**config.mk**
```make
export PLATFORM = sky130hd
export DESIGN_NAME = seg_scan_4
export DESIGN_NICKNAME = d
export VERILOG_FILES = /design/src/rtl/seg_scan_4.sv
export SDC_FILE = /design/constraint.sdc
export NUM_CORES = 1
export LEC_CHECK = 0
export ABC_AREA = 1
export CAP_MARGIN = 20
export CORE_MARGIN = 2
export CORE_UTILIZATION = 49
export DETAILED_ROUTE_END_ITERATION = 16
export PLACE_DENSITY = 0.85
export SLEW_MARGIN = 20
export SYNTH_ARGS = -nofsm -noshare
export SYNTH_HDL_FRONTEND = slang
export SYNTH_SLANG_ARGS = --single-unit
```
**constraint.sdc**
```tcl
create_clock -name clk -period 1.7 [get_ports clk]
set_input_delay 0.51 -clock clk [delete_from_list [all_inputs] [get_ports clk]]
set_output_delay 0.51 -clock clk [all_outputs]
set_load 0.02 [all_outputs]
```
**src/rtl/seg_scan_4.sv**
```systemverilog
// Four-digit multiplexed 7-segment scanner. Each slot is blanked for a few cycles, then shows one digit.
// All pins are registered and follow the internal state one cycle later. Build with SEG_SCAN_LEADING_ZERO_BLANK_EN to suppress leading zeros.
module seg_scan_4 #(
    parameter int SCAN_DIV     = 50000,
    parameter int BLANK_CYCLES = 16
) (
    input  logic        clk,
    input  logic        reset,
    input  logic [15:0] digits,
    input  logic        load,
    output logic [3:0]  an,
    output logic [6:0]  seg,
    output logic [1:0]  digit_sel,
    output logic        frame_tick
);

    localparam int CW = (SCAN_DIV > 1) ? $clog2(SCAN_DIV) : 1;
    localparam logic [CW-1:0] LAST    = CW'(SCAN_DIV - 1);
    localparam logic [CW-1:0] BLANK_N = CW'(BLANK_CYCLES);

    typedef enum logic {BLANK, SHOW} state_t;

    state_t        state_q, state_d;
    logic [15:0]   shadow_q;
    logic [CW-1:0] cnt_q, cnt_d;
    logic [1:0]    idx_q, idx_d;
    logic          wrap_q, wrap_d;
    logic [3:0]    an_d;
    logic [6:0]    seg_d;
    logic [3:0]    cur_dig;
    logic [3:0]    hide;

    function automatic logic [6:0] decode(input logic [3:0] d);
        case (d)
            4'd0:    decode = 7'h40;
            4'd1:    decode = 7'h79;
            4'd2:    decode = 7'h24;
            4'd3:    decode = 7'h30;
            4'd4:    decode = 7'h19;
            4'd5:    decode = 7'h12;
            4'd6:    decode = 7'h02;
            4'd7:    decode = 7'h78;
            4'd8:    decode = 7'h00;
            4'd9:    decode = 7'h10;
            default: decode = 7'h3F;
        endcase
    endfunction

    assign cur_dig = shadow_q[{idx_q, 2'b00} +: 4];

`ifdef SEG_SCAN_LEADING_ZERO_BLANK_EN
    // A digit is hidden only when it and every digit above it are zero; digit 0 is never hidden.
    always_comb begin
        hide    = 4'b0000;
        hide[3] = (shadow_q[15:12] == 4'd0);
        hide[2] = hide[3] && (shadow_q[11:8] == 4'd0);
        hide[1] = hide[2] && (shadow_q[7:4] == 4'd0);
    end
`else
    assign hide = 4'b0000;
`endif

    always_comb begin
        cnt_d   = cnt_q + CW'(1);
        idx_d   = idx_q;
        wrap_d  = 1'b0;
        an_d    = 4'b1111;
        seg_d   = 7'h7F;
        if (cnt_q == LAST) begin
            cnt_d  = '0;
            idx_d  = idx_q + 2'd1;
            wrap_d = (idx_q == 2'd3);
        end
        state_d = (cnt_d < BLANK_N) ? BLANK : SHOW;
        if (state_q == SHOW && !hide[idx_q]) begin
            an_d  = ~(4'b0001 << idx_q);
            seg_d = decode(cur_dig);
        end
    end

    always_ff @(posedge clk or negedge reset) begin
        if (!reset) begin
            state_q    <= BLANK;
            shadow_q   <= '0;
            cnt_q      <= '0;
            idx_q      <= 2'd0;
            wrap_q     <= 1'b0;
            an         <= 4'b1111;
            seg        <= 7'h7F;
            digit_sel  <= 2'd0;
            frame_tick <= 1'b0;
        end else begin
            state_q    <= state_d;
            cnt_q      <= cnt_d;
            idx_q      <= idx_d;
            wrap_q     <= wrap_d;
            if (load)
                shadow_q <= digits;
            an         <= an_d;
            seg        <= seg_d;
            digit_sel  <= idx_q;
            // wrap_q marks the first cycle at index 0; delaying it aligns the pulse with digit_sel.
            frame_tick <= wrap_q;
        end
    end

endmodule

```
Yosys cells after proc, flatten, opt, wreduce, memory -nomap -nowiden. Memories as Yosys holds them, arrays and structs flattened. Index checks and enable logic that the tools add are counted.

Equality and inequality tests: 2. Reductions and logical operators: 2. Bitwise gates (word level): 1. Muxes and demuxes: 7. $lt $le $gt $ge: 2. Shift operators: 2. $add $sub $neg: 2.

Operator list (number): $add A16 B1 Y16 const B (1); $eq A16 B16 Y1 const B (1); $lt A16 B5 Y1 const B (1); $mux W16 (1); $shiftx A16 B5 Y4 (1); $mux W7 (1); $mux W4 (1); $not A4 Y4 (1); $shl A1 B2 Y4 const A (1); $lt A2 B3 Y1 const B (1); $mux W1 (3); $add A2 B1 Y2 const B (1); $bmux W1 S2 (1); $eq A2 B2 Y1 const B (1); $logic_and A1 B1 Y1 (1); $logic_not A1 Y1 (1).

Flip-flop bits (word level): 50. Word-level logic and storage cells: 28. Bits in read-only memories: 112. Memories: 1. Bits of input ports: 19.

Memories: (no name shown) (words 16, width 7, read ports 1, clocked after memory_dff 0, write ports 0, RTL line 34) `case (d)`.

Longest topological paths before layout. Gate-level depths: netlist of run 1.

Word-level depth: 5. Mapped depth: 11. Depth with buffers taken out: 11.

Worst setup path after synthesis of run 1. OpenSTA, ideal clock, no wires.

Path kind: register -> register. Start: register idx_q[0]. End: register seg[6]. Setup time: 0.089 ns. Path slack: 0.064 ns. Data required time: 1.611 ns. Period minus slack after synthesis: 1.636 ns. Data arrival time: 1.547 ns. Cell stages (with the launch flop): 10. Cells stage by stage: dfrtp_1 buf_6 a21oi_1 o21ai_0 nand2_1 inv_1 ha_1 or2_1 o21ai_0 o21ai_0.

Word-level cells in the longest chain between the ends: 5. Elaborated cells between the ends (all ways): 7. Those cells by class: shift (1); mux (3); reduce/logical (2); memory (1).

Ends and longest elaborated chain: from (decl) (RTL line 26) `logic [1:0] idx_q, idx_d;`; from (signal assigned) (RTL line 95) `idx_q <= idx_d;`; parallel branches: the longest is 4 deep, another holds $mem_v2 Z16 W7; $mux W7 (*) (RTL line 75) `if (state_q == SHOW && !hide[idx_q]) begin`; named net seg_d[6] (RTL line 29) `logic [6:0] seg_d;`; to (signal assigned) (RTL line 100) `seg <= seg_d;`; to (decl) (RTL line 12) `output logic [6:0] seg,`.

Mark *: on every way through the listed nets, which the timed path passes. The select of a mux whose other input is x is not followed. A chain may end at the register's enable or synchronous reset.

Final worst setup path of run 1.
Start: register seg[1]. End: output port seg[1].

No word-level cell between the ends.

==> impl_metrics.sql, run 1 <==
INSERT INTO impl_metrics (metric_group, metric, value, unit) VALUES
('status', 'outcome', 'finished clean', ''),
('timing', 'fin_ws', '0.0399', 'ns'),
('floorplanning', 'core_area', '4790', 'um2'),
('setup_path', 'path_delay_family', 'flip-flops', ''),
('global_routing', 'grt.overflow.total', '0', ''),
('clocking', 'cts.path.max_buffers', '2', ''),
('detailed_routing', 'drt-wirelength-per-cell', '12.5', 'um'),
('timing', 'layout_min_cycle_time', '1.66', 'ns'),
('logic_synthesis', 'synthCells', '288', ''),
('timing', 'worst_hold_slack', '0.179', 'ns'),
('final_layout', 'num_antenna_cells', '0', ''),
('final_layout', 'post_route_cells_drive_above_1_share', '0.207', ''),
('timing', 'fin_crit_sh', '0.977', ''),
('pwr', 'design_power_total', '2260', 'uW'),
('setup_path', 'critical_path_required', '1.19', 'ns'),
('detailed_routing', 'post_drt_via_cell_ratio', '4.99', ''),
('setup_path', 'endpoint_kind', 'output port', ''),
('detailed_routing', 'dr_total_vias', '2045', ''),
('worst_hold_path', 'hold_class', 'in -> async', ''),
('pwr', 'ir_worst_vdd', '476', 'uV'),
('logic_synthesis', 'mappedNetlistNets', '317', ''),
('job', 'timing.max_cap.violations', '0', ''),
('detailed_routing', 'initialDrtViolationCount', '121', ''),
('global_routing', 'antenna_found_initial', '0', ''),
('floorplanning', 'pin_count', '33', ''),
('clocking', 'cts_tree', 'yes', ''),
('final_layout', 'mostFrequentLayoutCell', 'sky130_fd_sc_hd__nand2_1', ''),
('timing', 'slew_headroom', '0.826', ''),
('setup_path', 'timing.critical_path.buf_inv', '1', ''),
('final_layout', 'postLayoutCoreUtil', '0.655', ''),
('setup_path', 'setup.worst_path.start_class', 'flip-flop', ''),
('pwr', 'cell_internal_pwr', '1690', 'uW'),
('floorplanning', 'floorplan.initialDensity', '0.516', ''),
('detailed_routing', 'detail_route.wirelength', '5.13', 'mm'),
('floorplanning', 'dieArea', '5620', 'um2'),
('placed_design', 'dp_slack', '0.0407', 'ns'),
('placed_design', 'io_buffer_count', '32', ''),
('clocking', 'clock-root-buffer', 'sky130_fd_sc_hd__clkbuf_8', ''),
('placed_design', 'detailed_place_hpwl', '3.59', 'mm'),
('timing', 'drv_slew', '0', ''),
('clocking', 'htreeDepth', '2', ''),
('detailed_routing', 'drt.antenna.violating_nets', '0', ''),
('pwr', 'p_leak', '0.00158', 'uW'),
('timing', 'fmax', '602', 'MHz'),
('setup_path', 'crit_arrival', '1.15', 'ns'),
('detailed_routing', 'drt_pre_antenna_iters', '5', ''),
('pwr', 'seq_power_share', '0.572', ''),
('clocking', 'holdBufCountCts', '0', ''),
('setup_path', 'worst_path_largest_cell_delay', '0.53', 'ns'),
('clocking', 'cts_bufs_inserted', '5', ''),
('timing', 'hold_viol_final', '0', ''),
('final_layout', 'final_cell_mix', 'sky130_fd_sc_hd__nand2_1, sky130_fd_sc_hd__inv_1, sky130_fd_sc_hd__dfrtp_1, sky130_fd_sc_hd__nor2_1, sky130_fd_sc_hd__nand3_1', ''),
('clocking', 'numClockSinks', '50', ''),
('final_layout', 'nNetsFinal', '371', ''),
('logic_synthesis', 'mappedNetlistArea', '2470', 'um2'),
('logic_synthesis', 'synthesis.yosys.warnings', '0', ''),
('floorplanning', 'cell_rows', '25', ''),
('pwr', 'combPwrFrac', '0.127', ''),
('global_routing', 'global_route_wire_length_before_repair', '8.19', 'mm'),
('global_routing', 'maximum_number_of_pins_on_one_net_before_global_route_repair', '51', ''),
('logic_synthesis', 'ys_types', '26', ''),
('floorplanning', 'die_w', '75.0', 'um'),
('floorplanning', 'die_h', '75.0', 'um'),
('global_routing', 'grt_use_total', '0.189', ''),
('logic_synthesis', 'synth_sequential_area_ratio', '0.512', ''),
('timing', 'worst-slew-pin-transition', '0.260', 'ns'),
('global_routing', 'number_of_global_route_vias_before_repair', '1840', ''),
('setup_path', 'worst-path-max-fanout', '1', ''),
('logic_synthesis', 'syn-mean-instance-area', '8.58', 'um2'),
('timing', 'finalSetupViolCount', '0', ''),
('setup_path', 'critical-path-slowest-cell', 'sky130_fd_sc_hd__dfstp_2', '');
[cell usage after synthesis, drive strengths merged]
library cell,instances,area [um2]
buf,1,11.3
o21ai,18,90.1
dfrtp,39,976
nand4,5,31.3
a21oi,7,35.0
o21bai,1,7.51
nand2,72,280
a21boi,1,11.3
inv,46,173
or2,2,12.5
nor2,34,145
dfstp,11,289
clkbuf,2,7.51
ha,10,125
xor2,3,26.3
xnor2,2,17.5
nand3,23,115
o211ai,2,15.0
mux2,9,101
[final timing paths]
kind                            startpoint         end  slack (ns)  cells after the start
worst max-delay path                seg[1]      seg[1]        0.04                      1
worst min-delay path                 reset   cnt_q[12]        0.18                      2
worst max register to register    idx_q[0]      seg[6]        0.05                      9
worst min register to register      wrap_q  frame_tick        0.36                      0
max in group asynchronous            reset       an[0]        1.24                      2
min in group clk                    wrap_q  frame_tick        0.36                      0
[sequential cells by signal, indices dropped and copies added, names as in the netlist, 2 cells and up]
name and count:
idx_q 2, cnt_q 16, seg 7, shadow_q 16, digit_sel 2, an 4
[layer usage]
layer  wire length (um)  vias to the layer above  share of wire  GRT usage
li1                   -                     1013              -          -
met2               2480                       75           0.48      0.294
met4                 60                        0          0.012     0.0536
met5                  0                        -              0          0
met1               2330                      952           0.45      0.273
met3                261                        5          0.051     0.0321
[cell type report]
cell class / instances / area (um2)
clock buffer: 5 / 68.8
clock inverter: 3 / 21.3
fill: 360 / 1650
inverter: 46 / 173
multi-input combinational: 189 / 1060
sequential: 50 / 1270
tap: 67 / 83.8
timing repair buffer: 50 / 459
[metrics by stage]
step	cells	setup TNS, ns
after floorplan	288	0
after global placement	395	0
after detailed placement	395	0
after CTS	403	0
after global routing	410	-0.138
final	410	0
[power by group through the flow]
stage                     Clock, uW  Sequential, uW  Combinational [uW]
after floorplan                   0            1350                 107
after global placement            0            1310                 294
after detailed placement          0            1320                 303
after CTS                       702            1290                 284
after global routing            744            1300                 320
final                           681            1290                 288
[timing repair]
| item | CTS | global route |
|---|---|---|
| setup buffers | 0 | 7 |
| gates resized for setup | 14 | 19 |
| pin swaps | 0 | 5 |
| hold endpoints to repair | 0 | 0 |
| endpoints found under the setup margin | 14 | 13 |
[cell families (layout without fill, tap and decap cells)]
| group | count (synthesis) | in the layout | synth area share |
|---|---|---|---|
| AOI/OAI and AO/OA | 29 | 29 | 0.0643 |
| xor gates and xnor gates | 5 | 5 | 0.0177 |
| adders and majority gates | 10 | 10 | 0.0507 |
| buffers and inverters | 49 | 104 | 0.0775 |
| DFF | 50 | 50 | 0.512 |
| muxes | 9 | 9 | 0.0410 |
| and+or+nand+nor | 136 | 136 | 0.237 |
No activity file was read; power rests on OpenSTA's default activity.
==> inputs of run 2 (changes only) <==
Settings changed: ABC_CLOCK_PERIOD_IN_PS set to 1700, REMOVE_ABC_BUFFERS set to 1.
==> run 2 against run 1 <==
Clock power is 24% higher; design area is 0.48% higher; critical path depth stayed put; non-clock buffer count is 2 higher.
==> impl_metrics.sql, run 2 (synthesis results as in run 1) <==
INSERT INTO impl_metrics (metric_group, metric, value, unit) VALUES
('clocking', 'clock_latency', '0.31', 'ns'),
('final_layout', 'syn_to_final_growth', '27.5', '%'),
('detailed_routing', 'drt-wirelength-per-cell', '12.7', 'um'),
('global_routing', 'number_of_global_route_vias_before_repair', '1911', ''),
('pwr', 'p_leak', '0.00160', 'uW'),
('global_routing', 'grt.overflow.total', '0', ''),
('timing', 'finalSetupViolCount', '0', ''),
('clocking', 'cts_tree', 'yes', ''),
('final_layout', 'nNetsFinal', '373', ''),
('worst_hold_path', 'hold_class', 'in -> async', ''),
('global_routing', 'maximum_number_of_pins_on_one_net_before_global_route_repair', '41', ''),
('clocking', 'clock-root-buffer', 'sky130_fd_sc_hd__clkbuf_8', ''),
('setup_path', 'path_type_of_the_worst_setup_path', 'reg -> out', ''),
('timing', 'fin_skew', '0.00577', 'ns'),
('detailed_routing', 'dr_total_vias', '2003', ''),
('clocking', 'numClockSinks', '50', ''),
('timing', 'hold_viol_final', '0', ''),
('timing', 'layout_min_cycle_time', '1.66', 'ns'),
('timing', 'worst-slew-pin-transition', '0.318', 'ns'),
('setup_path', 'path_delay_family', 'flip-flops', ''),
('setup_path', 'setup.worst_path.start_class', 'flip-flop', ''),
('floorplanning', 'floorplan.initialDensity', '0.516', ''),
('placed_design', 'gp_routability_congestion', '0.912', ''),
('floorplanning', 'dieArea', '5620', 'um2'),
('placed_design', 'detailed_place_hpwl', '3.71', 'mm'),
('setup_path', 'worst_path_largest_cell_delay', '0.52', 'ns'),
('setup_path', 'crit_arrival', '1.15', 'ns'),
('floorplanning', 'die_h', '75.0', 'um'),
('timing', 'drv_slew', '0', ''),
('pwr', 'power_per_cell_area', '769', 'nW/um2'),
('timing', 'slew_headroom', '0.787', ''),
('detailed_routing', 'drc', '0', ''),
('final_layout', 'post_route_cells_drive_above_1_share', '0.200', ''),
('timing', 'tns', '0', 'ns'),
('floorplanning', 'cell_rows', '25', ''),
('setup_path', 'worst-path-max-fanout', '1', ''),
('detailed_routing', 'post_drt_via_cell_ratio', '4.86', ''),
('status', 'outcome', 'finished clean', ''),
('setup_path', 'endpoint_kind', 'output port', ''),
('detailed_routing', 'initialDrtViolationCount', '179', ''),
('pwr', 'design_power_total', '2420', 'uW'),
('global_routing', 'antenna_found_initial', '0', ''),
('timing', 'fmax', '603', 'MHz'),
('floorplanning', 'pin_count', '33', ''),
('setup_path', 'critical_path_required', '1.19', 'ns'),
('timing', 'fin_crit_sh', '0.976', ''),
('final_layout', 'num_antenna_cells', '0', ''),
('job', 'timing.max_cap.violations', '0', ''),
('detailed_routing', 'drt_pre_antenna_iters', '4', ''),
('floorplanning', 'die_w', '75.0', 'um'),
('global_routing', 'grt_use_total', '0.197', ''),
('setup_path', 'critical_path.cell_chain', 'dlygate4sd2_1', ''),
('placed_design', 'io_buffer_count', '32', ''),
('clocking', 'htreeDepth', '2', ''),
('timing', 'worst_hold_slack', '0.0560', 'ns'),
('detailed_routing', 'drt.antenna.violating_nets', '0', ''),
('final_layout', 'mostFrequentLayoutCell', 'sky130_fd_sc_hd__nand2_1', ''),
('final_layout', 'postLayoutCoreUtil', '0.658', ''),
('pwr', 'ir_worst_vdd', '508', 'uV'),
('setup_path', 'timing.critical_path.buf_inv', '1', ''),
('final_layout', 'fillerInstances', '380', ''),
('floorplanning', 'core_area', '4790', 'um2'),
('setup_path', 'critical-path-slowest-cell', 'sky130_fd_sc_hd__dfstp_2', ''),
('detailed_routing', 'detail_route.wirelength', '5.25', 'mm'),
('clocking', 'cts.path.max_buffers', '2', ''),
('clocking', 'cts.reportedPaths.clkPinSlew', '0.09', 'ns'),
('final_layout', 'reg_top3', 'cnt_q x16, shadow_q x16, seg x7', ''),
('final_layout', 'final_cell_mix', 'sky130_fd_sc_hd__nand2_1, sky130_fd_sc_hd__inv_1, sky130_fd_sc_hd__dfrtp_1, sky130_fd_sc_hd__nor2_1, sky130_fd_sc_hd__nand3_1', ''),
('clocking', 'cts_bufs_inserted', '5', ''),
('global_routing', 'global_route_wire_length_before_repair', '8.32', 'mm');
## run 2: power by group
part | total [uW] | switching, uW | internal, uW
clock | 844 | 403 | 441
sequential | 1290 | 23.0 | 1270
combinational | 286 | 154 | 133
## run 2: metal layers
metal | global-route usage | vias up | wire [um]
met4 | 0.0794 | 0 | 111
li1 | - | 1013 | -
met3 | 0.0428 | 8 | 264
met1 | 0.253 | 926 | 2240
met2 | 0.325 | 56 | 2630
met5 | 0 | - | 0
## run 2: through the flow
stage	instances	area, um2	worst slack (ns)
2_1_floorplan	285	2450	0.0348
3_3_place_gp	397	2970	0.0612
3_5_place_dp	397	2970	0.0327
4_1_cts	405	3070	0.00298
5_1_grt	412	3150	-0.0649
6_report	412	3150	0.0407
## run 2: worst paths after layout
path / cells past startpoint / endpoint / start / slack, ns
worst min register to register: 0 / frame_tick / wrap_q / 0.36
min in group clk: 0 / frame_tick / wrap_q / 0.36
worst max register to register: 9 / seg[6] / idx_q[0] / 0.08
max in group asynchronous: 2 / an[3] / reset / 1.10
worst max-delay path: 1 / seg[3] / seg[3] / 0.04
worst min-delay path: 1 / shadow_q[5] / reset / 0.06
## run 2: what timing repair did
item	4_1_cts	5_1_grt
pin swaps	0	2
setup buffers	0	7
resized for setup	14	19
hold buffers	0	0
endpoints found under the setup margin	14	15
## run 2: cell type report
class,count,area (um2),share of cell area
well taps,67,83.8,0.0266
flip-flops and latches,50,1270,0.403
repair buffers,52,480,0.153
multi-input cells,189,1030,0.328
clock inverters,3,43.8,0.0139
clock buffers,5,68.8,0.0219
inverters,46,173,0.0548
